$ cat src/rtl/pipeline_hazard_ctrl.sv
// Central stall/flush controller for the 5-stage pipeline, with a memory-wait timeout and performance counters.
// Optional macro HAZARD_FORWARDING_EN: forwarding unit present, so only load-use in EXE stalls.
module pipeline_hazard_ctrl #(
  parameter int MEM_TIMEOUT = 255,
  parameter int CNT_WIDTH   = 32
) (
  input  logic                 clk,
  input  logic                 rst,
  input  logic [3:0]           id_src1,
  input  logic [3:0]           id_src2,
  input  logic                 id_uses_src1,
  input  logic                 id_two_src,
  input  logic [3:0]           exe_dest,
  input  logic [3:0]           mem_dest,
  input  logic                 exe_wb_en,
  input  logic                 mem_wb_en,
  input  logic                 exe_mem_read,
  input  logic                 exe_branch_taken,
  input  logic                 mem_req,
  input  logic                 mem_ready,
  output logic                 pc_freeze,
  output logic                 if_id_freeze,
  output logic                 id_ex_freeze,
  output logic                 ex_mem_freeze,
  output logic                 if_id_flush,
  output logic                 id_ex_flush,
  output logic                 mem_wb_flush,
  output logic                 mem_stall,
  output logic                 data_hazard,
  output logic                 mem_timeout,
  output logic [CNT_WIDTH-1:0] stall_cycles,
  output logic [CNT_WIDTH-1:0] flush_events
);

  typedef enum logic [0:0] {
    ST_RUN      = 1'b0,
    ST_MEM_WAIT = 1'b1
  } state_t;

  localparam logic [15:0]          TIMEOUT_C  = 16'(MEM_TIMEOUT);
  localparam logic [15:0]          WAIT_MAX_C = 16'hFFFF;
  localparam logic [CNT_WIDTH-1:0] CNT_MAX_C  = {CNT_WIDTH{1'b1}};
  localparam logic [CNT_WIDTH-1:0] CNT_ONE_C  = {{(CNT_WIDTH-1){1'b0}}, 1'b1};

  function automatic logic reg_match(input logic [3:0] src, input logic en, input logic [3:0] dest);
    return en && (dest == src);
  endfunction

  function automatic logic [CNT_WIDTH-1:0] sat_inc(input logic [CNT_WIDTH-1:0] val);
    if (val == CNT_MAX_C) begin
      return val;
    end else begin
      return val + CNT_ONE_C;
    end
  endfunction

  state_t                 state_r;
  state_t                 state_nxt_s;
  logic [15:0]            mem_wait_cnt_r;
  logic                   mem_timeout_r;
  logic [CNT_WIDTH-1:0]   stall_cycles_r;
  logic [CNT_WIDTH-1:0]   flush_events_r;
  logic                   mem_stall_s;
  logic                   exe_hit_s;
  logic                   hazard_s;
  logic                   branch_flush_s;

  assign mem_stall_s = !rst && mem_req && !mem_ready;

  assign exe_hit_s = (id_uses_src1 && reg_match(id_src1, exe_wb_en, exe_dest)) ||
                     (id_two_src   && reg_match(id_src2, exe_wb_en, exe_dest));

`ifdef HAZARD_FORWARDING_EN
  // Forwarded results cover everything except a load still in EXE.
  logic unused_mem_s;
  assign unused_mem_s = ^{mem_wb_en, mem_dest};
  assign hazard_s     = exe_mem_read && exe_hit_s;
`else
  logic mem_hit_s;
  logic unused_load_s;
  assign mem_hit_s     = (id_uses_src1 && reg_match(id_src1, mem_wb_en, mem_dest)) ||
                         (id_two_src   && reg_match(id_src2, mem_wb_en, mem_dest));
  assign unused_load_s = exe_mem_read;
  assign hazard_s      = exe_hit_s || mem_hit_s;
`endif

  // Memory-handshake FSM next-state logic.
  always_comb begin
    state_nxt_s = state_r;
    case (state_r)
      ST_RUN: begin
        if (mem_stall_s) begin
          state_nxt_s = ST_MEM_WAIT;
        end else begin
          state_nxt_s = ST_RUN;
        end
      end
      ST_MEM_WAIT: begin
        if (mem_ready) begin
          state_nxt_s = ST_RUN;
        end else begin
          state_nxt_s = ST_MEM_WAIT;
        end
      end
      default: state_nxt_s = ST_RUN;
    endcase
  end

  // Prioritised freeze/flush decode: memory stall, then taken branch, then data hazard.
  always_comb begin
    pc_freeze      = 1'b0;
    if_id_freeze   = 1'b0;
    id_ex_freeze   = 1'b0;
    ex_mem_freeze  = 1'b0;
    if_id_flush    = 1'b0;
    id_ex_flush    = 1'b0;
    mem_wb_flush   = 1'b0;
    data_hazard    = 1'b0;
    branch_flush_s = 1'b0;
    if (rst) begin
      branch_flush_s = 1'b0;
    end else if (mem_stall_s) begin
      pc_freeze     = 1'b1;
      if_id_freeze  = 1'b1;
      id_ex_freeze  = 1'b1;
      ex_mem_freeze = 1'b1;
      mem_wb_flush  = 1'b1;
    end else if (exe_branch_taken) begin
      if_id_flush    = 1'b1;
      id_ex_flush    = 1'b1;
      branch_flush_s = 1'b1;
    end else if (hazard_s) begin
      pc_freeze    = 1'b1;
      if_id_freeze = 1'b1;
      id_ex_flush  = 1'b1;
      data_hazard  = 1'b1;
    end else begin
      branch_flush_s = 1'b0;
    end
  end

  // State register, wait counter, sticky timeout and saturating performance counters.
  always_ff @(posedge clk) begin
    if (rst) begin
      state_r        <= ST_RUN;
      mem_wait_cnt_r <= 16'd0;
      mem_timeout_r  <= 1'b0;
      stall_cycles_r <= {CNT_WIDTH{1'b0}};
      flush_events_r <= {CNT_WIDTH{1'b0}};
    end else begin
      state_r <= state_nxt_s;
      if (mem_stall_s) begin
        if (mem_wait_cnt_r != WAIT_MAX_C) begin
          mem_wait_cnt_r <= mem_wait_cnt_r + 16'd1;
        end
        if (mem_wait_cnt_r == TIMEOUT_C) begin
          mem_timeout_r <= 1'b1;
        end
      end else begin
        mem_wait_cnt_r <= 16'd0;
      end
      if (data_hazard || mem_stall_s) begin
        stall_cycles_r <= sat_inc(stall_cycles_r);
      end
      if (branch_flush_s) begin
        flush_events_r <= sat_inc(flush_events_r);
      end
    end
  end

  assign mem_stall    = mem_stall_s;
  assign mem_timeout  = mem_timeout_r;
  assign stall_cycles = stall_cycles_r;
  assign flush_events = flush_events_r;

endmodule

$ cat config.mk
export PLATFORM = sky130hd
export DESIGN_NAME = pipeline_hazard_ctrl
export DESIGN_NICKNAME = d
export VERILOG_FILES = /design/src/rtl/pipeline_hazard_ctrl.sv
export SDC_FILE = /design/constraint.sdc
export NUM_CORES = 1
export LEC_CHECK = 0
export ABC_AREA = 1
export CORE_ASPECT_RATIO = 0.75
export CORE_UTILIZATION = 56
export DETAILED_ROUTE_END_ITERATION = 8
export PLACE_DENSITY_LB_ADDON = 0.12
export RECOVER_POWER = 100
export SLEW_MARGIN = 40
export SYNTH_ARGS = -nofsm -noshare
export SYNTH_HDL_FRONTEND = slang
export SYNTH_SLANG_ARGS = --single-unit
$ cat constraint.sdc
create_clock -name clk -period 4.6 [get_ports clk]
set_input_delay 1.15 -clock clk [delete_from_list [all_inputs] [get_ports clk]]
set_output_delay 1.15 -clock clk [all_outputs]
set_load 0.03 [all_outputs]
==> results of run 1 <==
-- path summary, 6_finish.rpt --
kind / to / slack, ns / cells past startpoint
worst max-delay path: if_id_freeze / 0.50 / 14
worst max register to register: flush_events[21]$_SDFFE_PP0P_ / 1.94 / 11
worst min register to register: mem_timeout$_SDFFE_PP0P_ / 0.46 / 2
worst min-delay path: mem_timeout$_SDFFE_PP0P_ / 0.46 / 2
-- where the power goes --
group	leakage [µW]	internal [µW]	total (µW)	switching, µW
Combinational	0.00192	42.1	114	72.4
Clock	0.000120	368	676	308
Sequential	0.000653	704	707	3.00
-- flip-flops by register name, indices dropped and copies added, names as in the netlist --
signal	flops
flush_events	32
mem_timeout	1
mem_wait_cnt_r	16
stall_cycles	32
-- cell type report --
| cell class | instances | area [µm²] | share of cell area |
|---|---|---|---|
| flip-flops and latches | 81 | 1622 | 0.2586 |
| well taps | 108 | 135.1 | 0.02155 |
| multi-input cells | 594 | 2839 | 0.4528 |
| repair buffers | 102 | 973.4 | 0.1553 |
| inverters | 112 | 420.4 | 0.06705 |
| clock buffers | 9 | 225.2 | 0.03592 |
| clock inverters | 7 | 55.05 | 0.008781 |
-- cell usage after synthesis, drive strengths merged --
cell type	n	area share
a21boi	1	0.0015
a21oi	50	0.050
a31oi	4	0.0050
and3	1	0.0012
buf	16	0.023
clkbuf	4	0.0030
clkinv	2	0.0015
dfxtp	81	0.32
ha	3	0.0075
inv	110	0.082
nand2	239	0.18
nand3	61	0.072
nand3b	2	0.0037
nand4	17	0.022
nor2	141	0.12
nor3	17	0.026
nor4	13	0.017
o21a	2	0.0030
o21ai	19	0.019
o31ai	1	0.0015
or2	2	0.0025
xnor2	10	0.017
xor2	11	0.019
-- worst reg2reg max path: cells and delay by family (launching register included) --
| family | cells | cell delay [ns] |
|---|---|---|
| fa+ha+maj | 1 | 0.27 |
| simple gates | 9 | 1.39 |
| flops | 1 | 0.39 |
| buf+inv | 1 | 0.53 |
-- per-stage QoR --
stage	setup WS [ns]	instances	instance area [µm²]	util
finish	0.4956	1013	6270	0.7291
global route	0.2969	1013	6270	0.7291
CTS	0.7220	1013	6312	0.7340
detailed placement	0.7262	997	6032	0.7014
global placement	0.7624	997	6032	0.7014
floorplan	1.148	807	5030	-
-- layer usage --
layer | GRT usage | up-vias | part of all wire
li1 | - | 2735 | -
met1 | 0.3695 | 2417 | 0.45
met2 | 0.4875 | 193 | 0.47
met3 | 0.04793 | 10 | 0.069
met4 | 0.08231 | 0 | 0.0096
met5 | 0 | - | 0
-- cell families after synthesis --
group	after synthesis	share of synthesized area
AOI/OAI and AO/OA	77	0.08035
xor gates and xnor gates	21	0.03657
adders and majority gates	3	0.007463
buffers and inverters	132	0.1097
DFF	81	0.3224
and+or+nand+nor	493	0.4435
==> metrics, run 1 <==
WL final=12,850 µm; failing checks=DRC; CP Capture Type=primary output; CP max FO=4; post-CTS setup buffers=0; max cap viols=0; # setup viols final=0; worst path arrival time=2.95 ns; max_slew headroom=0.3111; CP peak stage delay=0.59 ns; clk slew on worst S/H paths=0.06 ns; DRT iter0 DRCs=426; synthesis-stage register bit count=81; clock root cell=clkbuf_16; most frequent cells in the layout=232 x nand2_1, 131 x nor2_1, 108 x inv_1; die area=9369 µm²; CP most frequent cell=nand2_1; wire per inst=12.69 µm; post-layout min period=4.104 ns; final hold vios=0; fill count=725; drt via density=5.286; vias in the first global route=4,817; commonest non-fill, non-tap cell in the layout=nand2_1; Fmax=243.6 MHz; worst flop-to-flop path startpoint=flush_events[1]$_SDFFE_PP0P_; pins over their slew limit=0; Num Clock Sinks=81; PwrDens=238.9 nW/µm²; total gr overflow=0; Seq/Total Area, Yosys=0.3224; Worst Path Required=3.45 ns; Clock Skew=0.006253 ns; outcome=finished, violations left; peak supply drop=0.0002566 V; Buf/Inv on CP=4; Layout area overhead=24.65%; HP Start=mem_timeout$_SDFFE_PP0P_; FP Rows=29; CORE AREA=8600 µm²; TritonCTS clock tree=built; Tot Pwr=1498 µW; # IOs=100; CP max-delay cell=dlygate4sd3_1; post-CTS sizing=0; Syn Inst Count=807; remaining antenna violation count=0; IO Port Bufs=98; fin nets=929; pin count of the biggest net entering global routing=55; Leak=0.002693 µW; DRC Markers=6; CTS max path bufs=2; first-pass iteration count of the detailed router=7; RSZ-0062 raised after global routing=false; fraction of layout cells with a size suffix above 1=0.06961; Synth Warn #=0; vias post-DR=5,355; Worst Setup Start Kind=primary input; GPL Wtd Cong=0.9170; die height=84.08 µm; Num CTS Buffers=9; syn_nets=836; Post-Syn Area per Cell=6.233 µm²; CP delay by family, top=buffers and inverters; Initial Util=0.5849; DIE WIDTH=111.4 µm; CP cell instances=dlygate4sd3_1, inv_1, nand2_1, nand2_1, nor2_1, nand3_1, nand2_1, nand2_1, nand2_1, nand2_1, nand2_1, nand2_1, inv_1, clkbuf_1; slew of the pin with the lowest slew margin=1.033 ns; H-Tree Depth=3; distinct cell type count of the synthesized netlist=38; Total Neg Setup Slack=0 ns; Clock Latency Late Sink=0.34 ns; dpl hpwl=9537 µm; Setup CP Type=primary input to primary output; Tcrit/Tclk final=0.8923; Min-Delay Path Class=register to register; initial antenna violation count=0; CP startpoint=id_src2[2]; final hold slack=0.4617 ns; Cell Area, Synth=5030 µm²; Post-CTS Hold Buffers=0; first-pass GRT wire length=21,840 µm; total track usage=0.2852; Ant. Diodes=0
Note: power is estimated with default switching activity, not from simulation.
==> run 2: changes to the inputs <==
--- a/config.mk
+++ b/config.mk
@@ -7,7 +7,8 @@
 export LEC_CHECK = 0
 export ABC_AREA = 1
 export CORE_ASPECT_RATIO = 0.75
-export CORE_UTILIZATION = 56
+export CORE_UTILIZATION = 50
+export CTS_CLUSTER_DIAMETER = 150
 export DETAILED_ROUTE_END_ITERATION = 8
 export PLACE_DENSITY_LB_ADDON = 0.12
 export RECOVER_POWER = 100
==> metrics, run 2 (synthesis results as in run 1) <==
outcome=finished, final reports clean; Worst Setup Start Kind=primary input; wire per inst=12.30 µm (-3.0%); max cap viols=0 (unchanged); Ant. Diodes=0 (unchanged); CORE AREA=9697 µm² (+13%); CP delay by family, top=buffers and inverters; Finished Layout Cells=1,036 (+2.3%); pin count of the biggest net entering global routing=55 (unchanged); DRT iter0 DRCs=295 (-31%); Initial Util=0.5187 (-0.06619); Worst Path Required=3.45 ns (about the same); CP Capture Type=primary output; Finished Core Util=0.6512 (-0.07786); dpl hpwl=9368 µm (-1.8%); HP Start=mem_timeout$_SDFFE_PP0P_; hold path cells=2 (unchanged); clk slew on worst S/H paths=0.06 ns (about the same); Clock Skew=0.004223 ns (-0.002031 ns); Setup CP Type=primary input to primary output; CP cell instances=dlygate4sd3_1, inv_1, nand2_1, nor2_2, clkbuf_1, dlygate4sd3_1; commonest non-fill, non-tap cell in the layout=nand2_1; total track usage=0.2517 (-0.03346); Post-CTS Hold Buffers=0 (unchanged); worst path arrival time=3.04 ns (+0.09 ns); first-pass iteration count of the detailed router=5 (-2); fin nets=929 (unchanged); # setup viols final=0 (unchanged); PwrDens=243.9 nW/µm² (+2.1%); worst flop-to-flop path startpoint=flush_events[5]$_SDFFE_PP0P_; Final Cell Area=6315 µm² (+0.72%); IO Port Bufs=98 (unchanged); Register-to-Register Path Depth=11 (unchanged); TritonCTS clock tree=built; final hold vios=0 (unchanged); vias in the first global route=4,716 (-2.1%); CP max-delay cell=dlygate4sd3_1; slew of the pin with the lowest slew margin=0.9791 ns (-0.05423 ns); initial antenna violation count=0 (unchanged); remaining antenna violation count=0 (unchanged); post-CTS sizing=0 (unchanged); die area=10,470 µm² (+12%); Crit Reg-Reg Endpoint=flush_events[21]$_SDFFE_PP0P_; Total Neg Setup Slack=0 ns (unchanged); GPL Wtd Cong=0.8668 (-5.5%); reg2reg setup slack=1.93 ns (about the same); DRC Markers=0 (-6); # IOs=100 (unchanged); CP peak stage delay=0.80 ns (+0.21 ns); Tcrit/Tclk final=0.9115 (+0.01920); dpl cell area=6062 µm² (+0.50%); most frequent cells in the layout=231 x nand2_1, 130 x nor2_1, 108 x inv_1; Min-Delay Path Class=register to register; max_slew headroom=0.3473 (+0.03616); CP most frequent cell=dlygate4sd3_1; RSZ-0062 raised after global routing=false; post-CTS setup buffers=0 (unchanged); Leak=0.002728 µW (+1.3%); Num Clock Sinks=81 (unchanged); CP max FO=9 (+5); first-pass GRT wire length=21,510 µm (-1.5%); peak supply drop=0.0002017 V (-21%); vias post-DR=5,321 (-0.63%); drt via density=5.136 (-2.8%); Clock Latency Late Sink=0.33 ns (about the same); fraction of layout cells with a size suffix above 1=0.06858 (-0.001029); FP Rows=31 (+6.9%); WL final=12,750 µm (-0.82%); post-layout min period=4.193 ns (+0.08834 ns); Cells after DPL=1,021 (+2.4%); Fmax=238.5 MHz (-2.1%); total gr overflow=0 (unchanged); WHS Endpoint=mem_timeout$_SDFFE_PP0P_; CTS max path bufs=2 (unchanged); clock root cell=clkbuf_16; final worst setup slack=0.4072 ns (-0.08834 ns); pre-CTS setup slack=0.5676 ns (-0.1587 ns); Layout area overhead=25.55%; die height=88.86 µm (+5.7%); H-Tree Depth=3 (unchanged); pins over their slew limit=0 (unchanged); DIE WIDTH=117.8 µm (+5.7%); Num CTS Buffers=9 (unchanged); Buf/Inv on CP=4 (unchanged)
==> run 2: cell count changes in the layout (fill, tap and decap cells not counted), moves of 2 or more <==
| cell | change |
|---|---|
| clkinvlp_4 | -5 |
| buf_4 | +2 |
| clkbuf_8 | +2 |
| clkinv_2 | +2 |
| nand3_1 | +2 |
| nand3_2 | -2 |
==> run 2: cell type report <==
| cell class | instances | area [µm²] |
|---|---|---|
| fillers | 896 | 3382 |
| multi-input cells | 594 | 2830 |
| flip-flops and latches | 81 | 1622 |
| repair buffers | 102 | 980.9 |
| inverters | 112 | 420.4 |
| clock buffers | 12 | 256.5 |
| well taps | 132 | 165.2 |
| clock inverters | 3 | 40.04 |
==> run 2: worst max path at each step <==
stage / from / endpoint / slack, ns / cells past startpoint
6_report: mem_ready / mem_stall / 0.41 / 6
3_5_place_dp: rst / if_id_freeze / 0.57 / 7
2_1_floorplan: id_src1[2] / pc_freeze / 1.15 / 13
4_1_cts: rst / if_id_freeze / 0.57 / 7
3_3_place_gp: rst / pc_freeze / 0.59 / 7
5_1_grt: mem_ready / mem_stall / 0.23 / 6
==> run 2: routing by layer <==
layer | global-route usage | up-vias | wire (µm) | part of all wire
met1 | 0.3265 | 2414 | 6020 | 0.47
met5 | 0 | - | 0 | 0
met3 | 0.05412 | 15 | 664 | 0.052
met4 | 0.08858 | 0 | 153 | 0.012
met2 | 0.4187 | 160 | 5907 | 0.46
li1 | - | 2732 | - | -
==> run 2: per-stage QoR <==
step	total power, µW	hold slack, ns
after detailed placement	842.1	0.4710
after global placement	838.8	0.4697
final	1540	0.4803
after floorplan	796.7	0.4613
after global routing	1595	0.4972
after CTS	1561	0.4833
==> run 2: tightest hold or removal path, stage by stage, from the launching register on <==
cell     delay, ns
dfxtp_1       0.31
inv_1         0.05
a21oi_1       0.06
==> run 2: where the power goes <==
part / internal (µW) / switching (µW) / leakage, µW / total (µW)
logic: 42.8 / 71.7 / 0.00193 / 115
clock network: 445 / 273 / 0.000148 / 718
registers: 704 / 3.22 / 0.000653 / 708
==> variant, RTL diff (config.mk and constraints of run 2) <==
Build with the macro `HAZARD_FORWARDING_EN` defined.
--- a/src/rtl/pipeline_hazard_ctrl.sv
+++ b/src/rtl/pipeline_hazard_ctrl.sv
@@ -2,2 +2,4 @@
 // Optional macro HAZARD_FORWARDING_EN: forwarding unit present, so only load-use in EXE stalls.
+`define HAZARD_FORWARDING_EN
+
 module pipeline_hazard_ctrl #(
Check against the original RTL: not equivalent (a bounded check fails within 4 cycles, from zero or initial values and one cycle with rst high).
==> variant against run 2 <==
- critical endpoint is now pc_freeze
- via count grew 1.4%
- wire length grew 2.1%
- worst setup slack gained 0.18 ns
- cell area grew 0.57%
- synthesized cell count grew 5.2%
- sequential cell count is the same
- area after synthesis grew 2.9%
- power shrank 6.6%
- non-clock buffer count shrank 5
==> variant: results (changes against run 2) <==
[status]
status=finished clean

[placement]
dpl.hpwl_um=9790  ; +4.5%
port-buffer-count=94  ; -4.1%
place_congestion=0.916  ; +5.6%
placed_cells=1055  ; +3.3%
placed_area_um2=6150  ; +1.5%

[pwr]
p_clk_mw=0.630  ; -12%
vdd_drop_max_v=0.000190  ; -5.9%
leakagePower_nw=2.82  ; +3.4%
p_sw_mw=0.342  ; -1.8%

[critical_path]
reg2reg_depth=10  ; -1
worstReg2RegStart=flush_events[0]
critical_path_arrival_ns=2.87  ; -0.17 ns
regToRegEndpoint=flush_events[3]
crit_start=exe_dest[2]
critPathMaxStageDelay_ns=0.58  ; -0.22 ns
critPathMaxFanout=4  ; -5
regToRegSetupSlack_ns=1.72  ; -0.21 ns
crit_path_end=pc_freeze

[clock_tree]
numCtsBuffers=9  ; unchanged
cts.htree.levels=3  ; unchanged

[routing]
drtIter0Drc=369  ; +25%
wl_per_cell_um=12.2  ; -1.1%
wl_met3_um=705  ; +6.2%
viasPerCell=5.05  ; -1.7%
topRoutingLayerUsed=met4
wl_um=13000  ; +2.1%

[sta]
drv_slew=0  ; unchanged
hold_ws_ns=0.444  ; -0.0360 ns
skew_ns=0.00506  ; +0.000842 ns
relSlewSlack_pct=30.1  ; -4.7 points

[global_route]
grt_use_total_pct=25.4  ; +0.19 points
grt_use_met3_pct=5.77  ; +0.36 points
grt_pass1_wl_um=22200  ; +3.2%
grt_use_met2_pct=39.6  ; -2.3 points
grt_use_met1_pct=34.8  ; +2.2 points

[synth]
ys_top_cells_by_area=dfxtp_1 31%, nand2_1 19%, nor2_1 9.6%
synth_fp_nets=878  ; +5.0%
synth_cell_types=37  ; -2.6%
synth_top_area_share_pct=31.3  ; -0.90 points
ys_seq_area_share_pct=31.3  ; -0.90 points
synth_commonest_cells=266 x nand2_1, 132 x nor2_1, 104 x inv_1

[floorplanning]
fp.dieW_um=119  ; +1.4%

==> variant: area by class of cell <==
class                           instances  area (µm²)  share of cell area, %
Clock buffer                           10         229                   3.61
Clock inverter                          4        22.5                  0.355
Inverter                              121         454                   7.15
Multi-Input combinational cell        624        2940                   46.3
Sequential cell                        81        1620                   25.5
Tap cell                              132         165                   2.60
Timing Repair Buffer                   97         920                   14.5
==> variant: through the flow <==
| stage | setup WS [ns] | power (mW) |
|---|---|---|
| floorplan | 1.01 | 0.790 |
| global placement | 0.757 | 0.825 |
| detailed placement | 0.720 | 0.828 |
| CTS | 0.712 | 1.46 |
| global route | 0.418 | 1.50 |
| finish | 0.582 | 1.44 |
==> variant: logic make-up after synthesis <==
logic type / count (synthesis) / share of synthesized area [%]
AO/OA/AOI/OAI: 64 / 6.36
XOR/XNOR: 27 / 4.57
adder cells (fa/ha/maj): 3 / 0.725
buffers and inverters: 144 / 11.6
flip-flops: 81 / 31.3
AND/OR/NAND/NOR: 530 / 45.4
